<file path="config.mk">
export PLATFORM = sky130hd
export DESIGN_NAME = i2s_rx_frame
export DESIGN_NICKNAME = d
export VERILOG_FILES = /design/src/rtl/i2s_pkg.sv /design/src/rtl/i2s_input_sync.sv /design/src/rtl/i2s_rx_frame.sv
export SDC_FILE = /design/constraint.sdc
export NUM_CORES = 1
export LEC_CHECK = 0
export ABC_AREA = 1
export CAP_MARGIN = 20
export CORE_MARGIN = 4
export CORE_UTILIZATION = 62
export DETAILED_ROUTE_END_ITERATION = 12
export HOLD_SLACK_MARGIN = 0.02
export PLACE_DENSITY = 0.86
export SYNTH_ARGS = -nofsm -noshare
export SYNTH_HDL_FRONTEND = slang
export SYNTH_SLANG_ARGS = --single-unit
</file>
<file path="constraint.sdc">
create_clock -name clk -period 3.5 [get_ports clk]
set_clock_uncertainty 0.1 [all_clocks]
set_input_delay 0.35 -clock clk [delete_from_list [all_inputs] [get_ports clk]]
set_output_delay 0.35 -clock clk [all_outputs]
set_load 0.01 [all_outputs]
</file>
<file path="src/rtl/i2s_pkg.sv">
// Shared types and constants for the I2S receive path.
package i2s_pkg;

  typedef enum logic [1:0] {
    SYNC_WAIT = 2'd0,
    SHIFT     = 2'd1,
    HOLD      = 2'd2
  } state_t;

  localparam int MODE_I2S = 0;
  localparam int MODE_LJ  = 1;

  localparam logic CH_LEFT  = 1'b0;
  localparam logic CH_RIGHT = 1'b1;

endpackage

</file>
<file path="src/rtl/i2s_input_sync.sv">
// Brings sck/ws/sd into the clk domain and flags each rising edge of sck,
// with ws/sd presented from the same synchronised sample as the edge.
module i2s_input_sync #(
  parameter int SYNC_STAGES = 2
) (
  input  logic clk,
  input  logic reset,
  input  logic sck,
  input  logic ws,
  input  logic sd,
  output logic sck_rise,
  output logic ws_smp,
  output logic sd_smp
);

  logic [SYNC_STAGES-1:0] sck_sr;
  logic [SYNC_STAGES-1:0] ws_sr;
  logic [SYNC_STAGES-1:0] sd_sr;
  logic                   sck_prev;

  always_ff @(posedge clk) begin
    if (reset) begin
      sck_sr   <= '0;
      ws_sr    <= '0;
      sd_sr    <= '0;
      sck_prev <= 1'b0;
      sck_rise <= 1'b0;
      ws_smp   <= 1'b0;
      sd_smp   <= 1'b0;
    end else begin
      sck_sr   <= {sck_sr[SYNC_STAGES-2:0], sck};
      ws_sr    <= {ws_sr[SYNC_STAGES-2:0], ws};
      sd_sr    <= {sd_sr[SYNC_STAGES-2:0], sd};
      // Edge detect stage: ws/sd registered alongside so they line up with sck_rise
      sck_prev <= sck_sr[SYNC_STAGES-1];
      sck_rise <= sck_sr[SYNC_STAGES-1] & ~sck_prev;
      ws_smp   <= ws_sr[SYNC_STAGES-1];
      sd_smp   <= sd_sr[SYNC_STAGES-1];
    end
  end

endmodule

</file>
<file path="src/rtl/i2s_rx_frame.sv">
// I2S / left-justified receiver: frames serial bits into left/right PCM words
// and commits each L/R pair atomically with a one-clk sample_valid strobe.
module i2s_rx_frame
  import i2s_pkg::*;
#(
  parameter int SAMPLE_BITS = 16,
  parameter int MODE        = 0,
  parameter int SYNC_STAGES = 2
) (
  input  logic                   clk,
  input  logic                   reset,
  input  logic                   sck,
  input  logic                   ws,
  input  logic                   sd,
  output logic [SAMPLE_BITS-1:0] left_data,
  output logic [SAMPLE_BITS-1:0] right_data,
  output logic                   sample_valid,
  output logic                   short_slot
);

  localparam int              CNT_W    = $clog2(SAMPLE_BITS + 1);
  localparam logic [CNT_W-1:0] CNT_FULL = CNT_W'(SAMPLE_BITS);
  localparam logic [CNT_W-1:0] CNT_ONE  = CNT_W'(1);

  logic sck_rise;
  logic ws_smp;
  logic sd_smp;

  i2s_input_sync #(
    .SYNC_STAGES(SYNC_STAGES)
  ) u_sync (
    .clk     (clk),
    .reset   (reset),
    .sck     (sck),
    .ws      (ws),
    .sd      (sd),
    .sck_rise(sck_rise),
    .ws_smp  (ws_smp),
    .sd_smp  (sd_smp)
  );

  state_t                 state_q, state_d;
  logic [CNT_W-1:0]       cnt_q, cnt_d;
  logic [SAMPLE_BITS-1:0] shreg_q, shreg_d;
  logic                   ch_q, ch_d;
  logic                   ws_prev_q;
  logic                   ws_eff_prev_q;
  logic [SAMPLE_BITS-1:0] hold_q;
  logic                   hold_vld_q;

  logic                   ws_eff;
  logic                   slot_edge;
  logic                   done;
  logic                   done_short;
  logic                   done_ch;
  logic [SAMPLE_BITS-1:0] done_word;

  // A short slot holds n valid bits in the LSBs; move them to the MSBs, zero fill.
  function automatic logic [SAMPLE_BITS-1:0] align_word(
    input logic [SAMPLE_BITS-1:0] w,
    input logic [CNT_W-1:0]       n
  );
    logic [CNT_W-1:0] pad;
    pad = CNT_FULL - n;
    return w << pad;
  endfunction

  // In I2S mode the channel of the current bit is the ws seen one sck earlier.
  assign ws_eff    = (MODE == MODE_LJ) ? ws_smp : ws_prev_q;
  assign slot_edge = sck_rise && (ws_eff != ws_eff_prev_q);

  always_comb begin
    state_d    = state_q;
    cnt_d      = cnt_q;
    shreg_d    = shreg_q;
    ch_d       = ch_q;
    done       = 1'b0;
    done_short = 1'b0;
    done_ch    = ch_q;
    done_word  = '0;
    if (sck_rise) begin
      case (state_q)
        SYNC_WAIT: begin
          if (slot_edge && ws_eff == CH_LEFT) begin
            state_d = SHIFT;
            cnt_d   = CNT_ONE;
            shreg_d = {{(SAMPLE_BITS-1){1'b0}}, sd_smp};
            ch_d    = CH_LEFT;
          end
        end
        SHIFT: begin
          if (slot_edge) begin
            done       = 1'b1;
            done_short = 1'b1;
            done_word  = align_word(shreg_q, cnt_q);
            cnt_d      = CNT_ONE;
            shreg_d    = {{(SAMPLE_BITS-1){1'b0}}, sd_smp};
            ch_d       = ws_eff;
          end else begin
            shreg_d = {shreg_q[SAMPLE_BITS-2:0], sd_smp};
            cnt_d   = cnt_q + CNT_ONE;
            if (cnt_q + CNT_ONE == CNT_FULL) begin
              done      = 1'b1;
              done_word = shreg_d;
              state_d   = HOLD;
            end
          end
        end
        HOLD: begin
          if (slot_edge) begin
            state_d = SHIFT;
            cnt_d   = CNT_ONE;
            shreg_d = {{(SAMPLE_BITS-1){1'b0}}, sd_smp};
            ch_d    = ws_eff;
          end
        end
        default: state_d = SYNC_WAIT;
      endcase
    end
  end

  // Commit stage: left words wait in hold_q until their right partner completes
  always_ff @(posedge clk) begin
    if (reset) begin
      state_q       <= SYNC_WAIT;
      cnt_q         <= '0;
      shreg_q       <= '0;
      ch_q          <= CH_LEFT;
      ws_prev_q     <= 1'b0;
      ws_eff_prev_q <= 1'b0;
      hold_q        <= '0;
      hold_vld_q    <= 1'b0;
      left_data     <= '0;
      right_data    <= '0;
      sample_valid  <= 1'b0;
      short_slot    <= 1'b0;
    end else begin
      state_q      <= state_d;
      cnt_q        <= cnt_d;
      shreg_q      <= shreg_d;
      ch_q         <= ch_d;
      sample_valid <= 1'b0;
      short_slot   <= done_short;
      if (sck_rise) begin
        ws_prev_q     <= ws_smp;
        ws_eff_prev_q <= ws_eff;
      end
      if (done) begin
        if (done_ch == CH_LEFT) begin
          hold_q     <= done_word;
          hold_vld_q <= 1'b1;
        end else if (hold_vld_q) begin
          left_data    <= hold_q;
          right_data   <= done_word;
          sample_valid <= 1'b1;
          hold_vld_q   <= 1'b0;
        end
      end
    end
  end

endmodule
</file>
After elaboration in Yosys (flattened, before gate mapping)
Index checks and enable logic that the tools add are counted.
{"block": "op_classes", "addsub": 2, "multipliers": 0, "div_mod_pow": 0, "n_lt_le_gt_ge": 0, "eq_ne": 9, "n_shift": 1, "muxes": 27, "n_bitwise": 7, "n_reduce_logical": 13}
{"op": "2-to-1 mux 16 bit", "n": 7}
{"op": "one-hot mux 16 bit (3 select lines)", "n": 1}
{"op": "left shift 16 x 5 -> 16 bit", "n": 1}
{"op": "2-to-1 mux 5 bit", "n": 3}
{"op": "one-hot mux 5 bit (3 select lines)", "n": 1}
{"op": "2-to-1 mux 1 bit", "n": 9}
{"op": "2-to-1 mux 2 bit", "n": 4}
{"op": "inequality test 2 bit, second input constant", "n": 4}
{"op": "AND reduction 4 bit", "n": 2}
{"op": "NOT 1 bit", "n": 6}
{"op": "one-hot mux 2 bit (3 select lines)", "n": 1}
{"op": "OR reduction 3 bit", "n": 2}
{"op": "adder 5 x 1 -> 5 bit, second input constant", "n": 1}
{"op": "== test 5 bit, second input constant", "n": 1}
{"op": "AND reduction 5 bit", "n": 1}
{"op": "subtractor 5 bit, first input constant", "n": 1}
{"op": "AND reduction 3 bit", "n": 1}
{"op": "nonzero test 3 bit", "n": 1}
{"op": "== test 2 x 1 -> 1 bit, second input constant", "n": 1}
{"op": "== test 2 bit, second input constant", "n": 1}
{"op": "logical AND 1 bit", "n": 2}
{"op": "zero test 2 bit", "n": 1}
{"op": "inequality test 2 x 1 -> 1 bit, second input constant", "n": 1}
{"op": "one-hot mux 1 bit (2 select lines)", "n": 1}
{"op": "other kinds (5)", "n": 5}
{"block": "word_totals", "register_bits": 87, "latch_bits": 0, "mem_bits_rw": 0, "rom_bits": 0, "input_bits": 5, "output_inout_bits": 34, "wordCells": 78, "n_memories": 0}

Depth between registers and ports, before layout
{"block": "logic_depth", "depth_word": 8, "depth_mapped": 15, "ltp_nobuf": 13}

By module
From an unflattened synthesis, not the netlist that was laid out.
{"block": "hier_totals", "hier_cells": 652, "hier_area_um2": 4400.5}
{"mod": "i2s_rx_frame", "instances": 1, "cells_per_inst": 621, "area_each_um2": 4108.9, "seq_area_each_um2": 1541.5}
{"mod": "i2s_input_sync", "instances": 1, "cells_per_inst": 31, "area_each_um2": 291.5, "seq_area_each_um2": 200.2}

Least setup slack after synthesis
OpenSTA, ideal clock, no wires.
{"block": "synth_path", "path_kind": "register -> register", "from": "register cnt_q[0]", "to": "register hold_q[6]", "setup_ns": 0.116, "t_arrival_ns": 2.068, "t_required_ns": 3.284, "setup_slack_ns": 1.216, "stages_incl_launch_ff": 15, "n_path_buf": 4, "period_less_slack_ns": 2.284, "cell_sequence": "dfxtp_1 -> buf_4 -> inv_4 -> buf_2 -> ha_1 -> clkbuf_2 -> inv_1 -> buf_2 -> nand3_1 -> nand3_1 -> o21ai_0 -> nand2_1 -> nand2_1 -> o21ai_0 -> nor2_1"}
{"block": "synth_via", "elab_chain_cells": 7, "elab_cells_between_ends": 13, "classes_between": "2 x add/sub; 1 x eq/ne; 1 x shift; 8 x mux; 1 x reduce/logical"}
{"element": "start, declared", "line": "i2s_rx_frame.sv:43", "source": "logic [CNT_W-1:0] cnt_q, cnt_d;"}
{"element": "start signal, assigned", "line": "i2s_rx_frame.sv:139", "source": "cnt_q <= cnt_d;"}
{"element": "branches (longest 7 deep; another with subtractor 5 bit)"}
{"element": "end signal, assigned", "line": "i2s_rx_frame.sv:150", "source": "hold_q <= done_word;"}
{"element": "end, declared", "line": "i2s_rx_frame.sv:48", "source": "logic [SAMPLE_BITS-1:0] hold_q;"}
Several ways; the timed one is not identified.
A chain may end at the register's enable or synchronous reset.

Worst setup path in the final report
Same ends and word-level chain as after synthesis.

==> flow_summary.toml <==
[detailed_routing]
routedWlPerCell_um = 14.75
drtPass1Iterations = 5
avgViaCountPerCell = 5.554
wl_um = 10970
vias = 4132
route.detailed.drc = 0
ant_nets = 0
dr.first_iter.drc_count = 331

[yosys]
async_flop_share_pct = 0
synth.ff_latch_count = 87
yosysWarningCount = 0
synth_edf_count = 0
synth_area_um2 = 4407
ys_seq_area_share_pct = 39.52
ys_types = 37
syn_inst = 625
synth_nets = 637
avgSynthCellArea_um2 = 7.051
synth_ff_type = "dfxtp_1"

[cells_and_area]
final_nets = 655
antenna_cells = 0
layout.cells.non_filler = 744
final_common_cell = "nand2_1"
fin_area_um2 = 4885
drive_gt1_share_pct = 10.19
final_cell_mix = "nand2_1 (164), dfxtp_1 (87), nor2_1 (84)"
areaGrowthSynthToFinish_pct = 10.85
finish.utilization_pct = 71.50

[sta]
relSlewSlack_pct = 36.74
post-route-period-util_pct = 75.06
setup_viol = 0
maxSlewViolCount = 0
period_needed_ns = 2.627
final_hold_viol_count = 0
tightest_slew_ns = 0.9478
setup_ws_ns = 0.8728
rsz0062_at_grt = "no"
max_freq_mhz = 380.6
finalSetupTns_ns = 0

[worst_hold_path]
hold_start = "u_sync.sck_prev"
whs_endpoint = "u_sync.sck_rise"
holdPathStages = 1
holdCritPathClass = "flop to flop"

[cts]
tritoncts = "yes"
htreeDepth = 3
cts_buffer_depth = 2
clockRootBuffer = "clkbuf_8"
cts_hold_buf = 0
path_clk_slew_ns = 0.10
clock_latency_ns = 0.37
clock_sinks = 87
post_cts_resized = 0
cts_buffers = 9
cts_setup_buffers = 0

[place]
dp.cells = 728
dpl-instance-area_um2 = 4701
dp_hpwl_um = 7783
io_buffers = 38
gp_congestion = 0.9718
dp_slack_ns = 0.9121

[critical_path]
crit_required_ns = 3.67
crit_slowest_cell = "dfxtp_1"
max_stage_delay_ns = 0.45
ff2ff_setup_slack_ns = 0.87
arrival_ns = 2.79
rr_worst_depth = 11
startpoint = "cnt_q[0]"
crit_type = "flop to flop"
r2r-end = "hold_q[6]"
cp_cell_sequence = "buf_4 -> inv_4 -> ha_1 -> inv_1 -> nand3_1 -> nand3_1 -> o21ai_0 -> nand2_1 -> nand2_1 -> o21ai_0 -> nor2_1"
cp-start-kind = "flop"
cp-end-kind = "flop"
path_max_fanout = 19
timing.rr.start = "cnt_q[0]"

[grt]
overflow = 0
global_route.usage.met3_pct = 3.818
grt_use_met2_pct = 44.05
use_met1_pct = 35.82
grt_use_total_pct = 26.74
antenna_found_initial = 0
grt_pass1_wl_um = 18240
top_usage_layer = "met2"
grt_pass1_vias = 3769
grt_max_degree = 52

[pwr]
vdd_drop_max_v = 0.0004062
p_leak_nw = 2.050
power_density_nw_per_um2 = 345.6

[run]
cap_violations = 0

[outcome]
status = "finished clean"

[die]
die_h_um = 92.31
core_area_um2 = 6832
die_w_um = 92.31
ios = 39
initial_core_util_pct = 64.51
dieArea_um2 = 8520
row_count = 30
synthesized netlist by cell type (2+ instances only):
cell type	number	area share, %
buf_6	8	2.0
nor2_4	4	1.0
nand4_1	2	0.28
nand3_2	6	1.4
inv_1	50	4.3
a21oi_1	22	2.5
nor2_1	84	7.2
nand3_1	65	7.4
nor3b_1	2	0.34
buf_4	4	0.68
clkbuf_1	11	0.94
a22oi_1	18	3.1
inv_2	3	0.26
o21ai_0	30	3.4
a21oi_2	10	2.0
o21ai_1	3	0.34
nand2_1	164	14
buf_2	10	1.1
nand2_2	13	1.8
dfxtp_1	87	40
nand2_4	3	0.77
nor3_1	4	0.45
o211ai_1	2	0.34
ha_1	7	2.0
how the worst max path moves through the flow:
stage / end / slack [ns] / cells after the start
after floorplan: hold_q[6] / 1.22 / 14
after global placement: hold_q[6] / 0.94 / 11
final: hold_q[6] / 0.87 / 11
after global routing: hold_q[3] / 0.58 / 11
after CTS: right_data[5] / 0.89 / 13
after detailed placement: hold_q[6] / 0.91 / 11
worst max-delay path, delay by kind of cell (launching register included):
| kind | cells | cell delay [ns] |
|---|---|---|
| flip-flops | 1 | 0.45 |
| AO/OA/AOI/OAI | 2 | 0.31 |
| buffers and inverters | 3 | 0.77 |
| adder cells (fa/ha/maj) | 1 | 0.32 |
| AND/OR/NAND/NOR | 5 | 0.59 |
power breakdown:
group	internal, W	switching, W
combinational	0.0000111	0.0000280
sequential	0.000994	0.00000267
clock	0.000268	0.000385
total	0.00127	0.000415
state kept, by name, summed over array words and instances, names as in the netlist, 2 cells and up:
signal,cells
hold_q,16
left_data,16
right_data,16
shreg_q,16
cnt_q,5
state_q,2
u_sync.sck_sr,2
u_sync.sd_sr,2
u_sync.ws_sr,2
cell families (layout without fill, tap and decap cells):
logic type	count (synthesis)	in the layout	synth area share, %
adder cells (fa/ha/maj)	7	7	1.987
buffers and inverters	92	115	10.39
AND/OR/NAND/NOR	351	351	35.72
AO/OA/AOI/OAI	86	86	11.81
flip-flops	87	87	39.52
XOR/XNOR	2	2	0.5680
per-layer routing:
metal,vias up,wire length [um]
met5,-,0
met4,0,238
met3,22,593
met2,143,5409
met1,1925,4731
li1,2042,-
through the flow:
step / total power, W / hold slack, ns
final: 0.001688 / 0.3096
after global routing: 0.001739 / 0.3151
after CTS: 0.001695 / 0.3075
after detailed placement: 0.001059 / 0.2895
after global placement: 0.001058 / 0.2790
after floorplan: 0.001048 / 0.2728
final cells by class:
class	instances	area [um2]
Tap cell	96	120.1
Clock buffer	10	127.6
Sequential cell	87	1742
Inverter	57	226.5
Multi-Input combinational cell	446	2207
Timing Repair Buffer	42	405.4
Clock inverter	6	56.30
Fill cell	597	1947
Note: power is estimated with default switching activity, not from simulation.
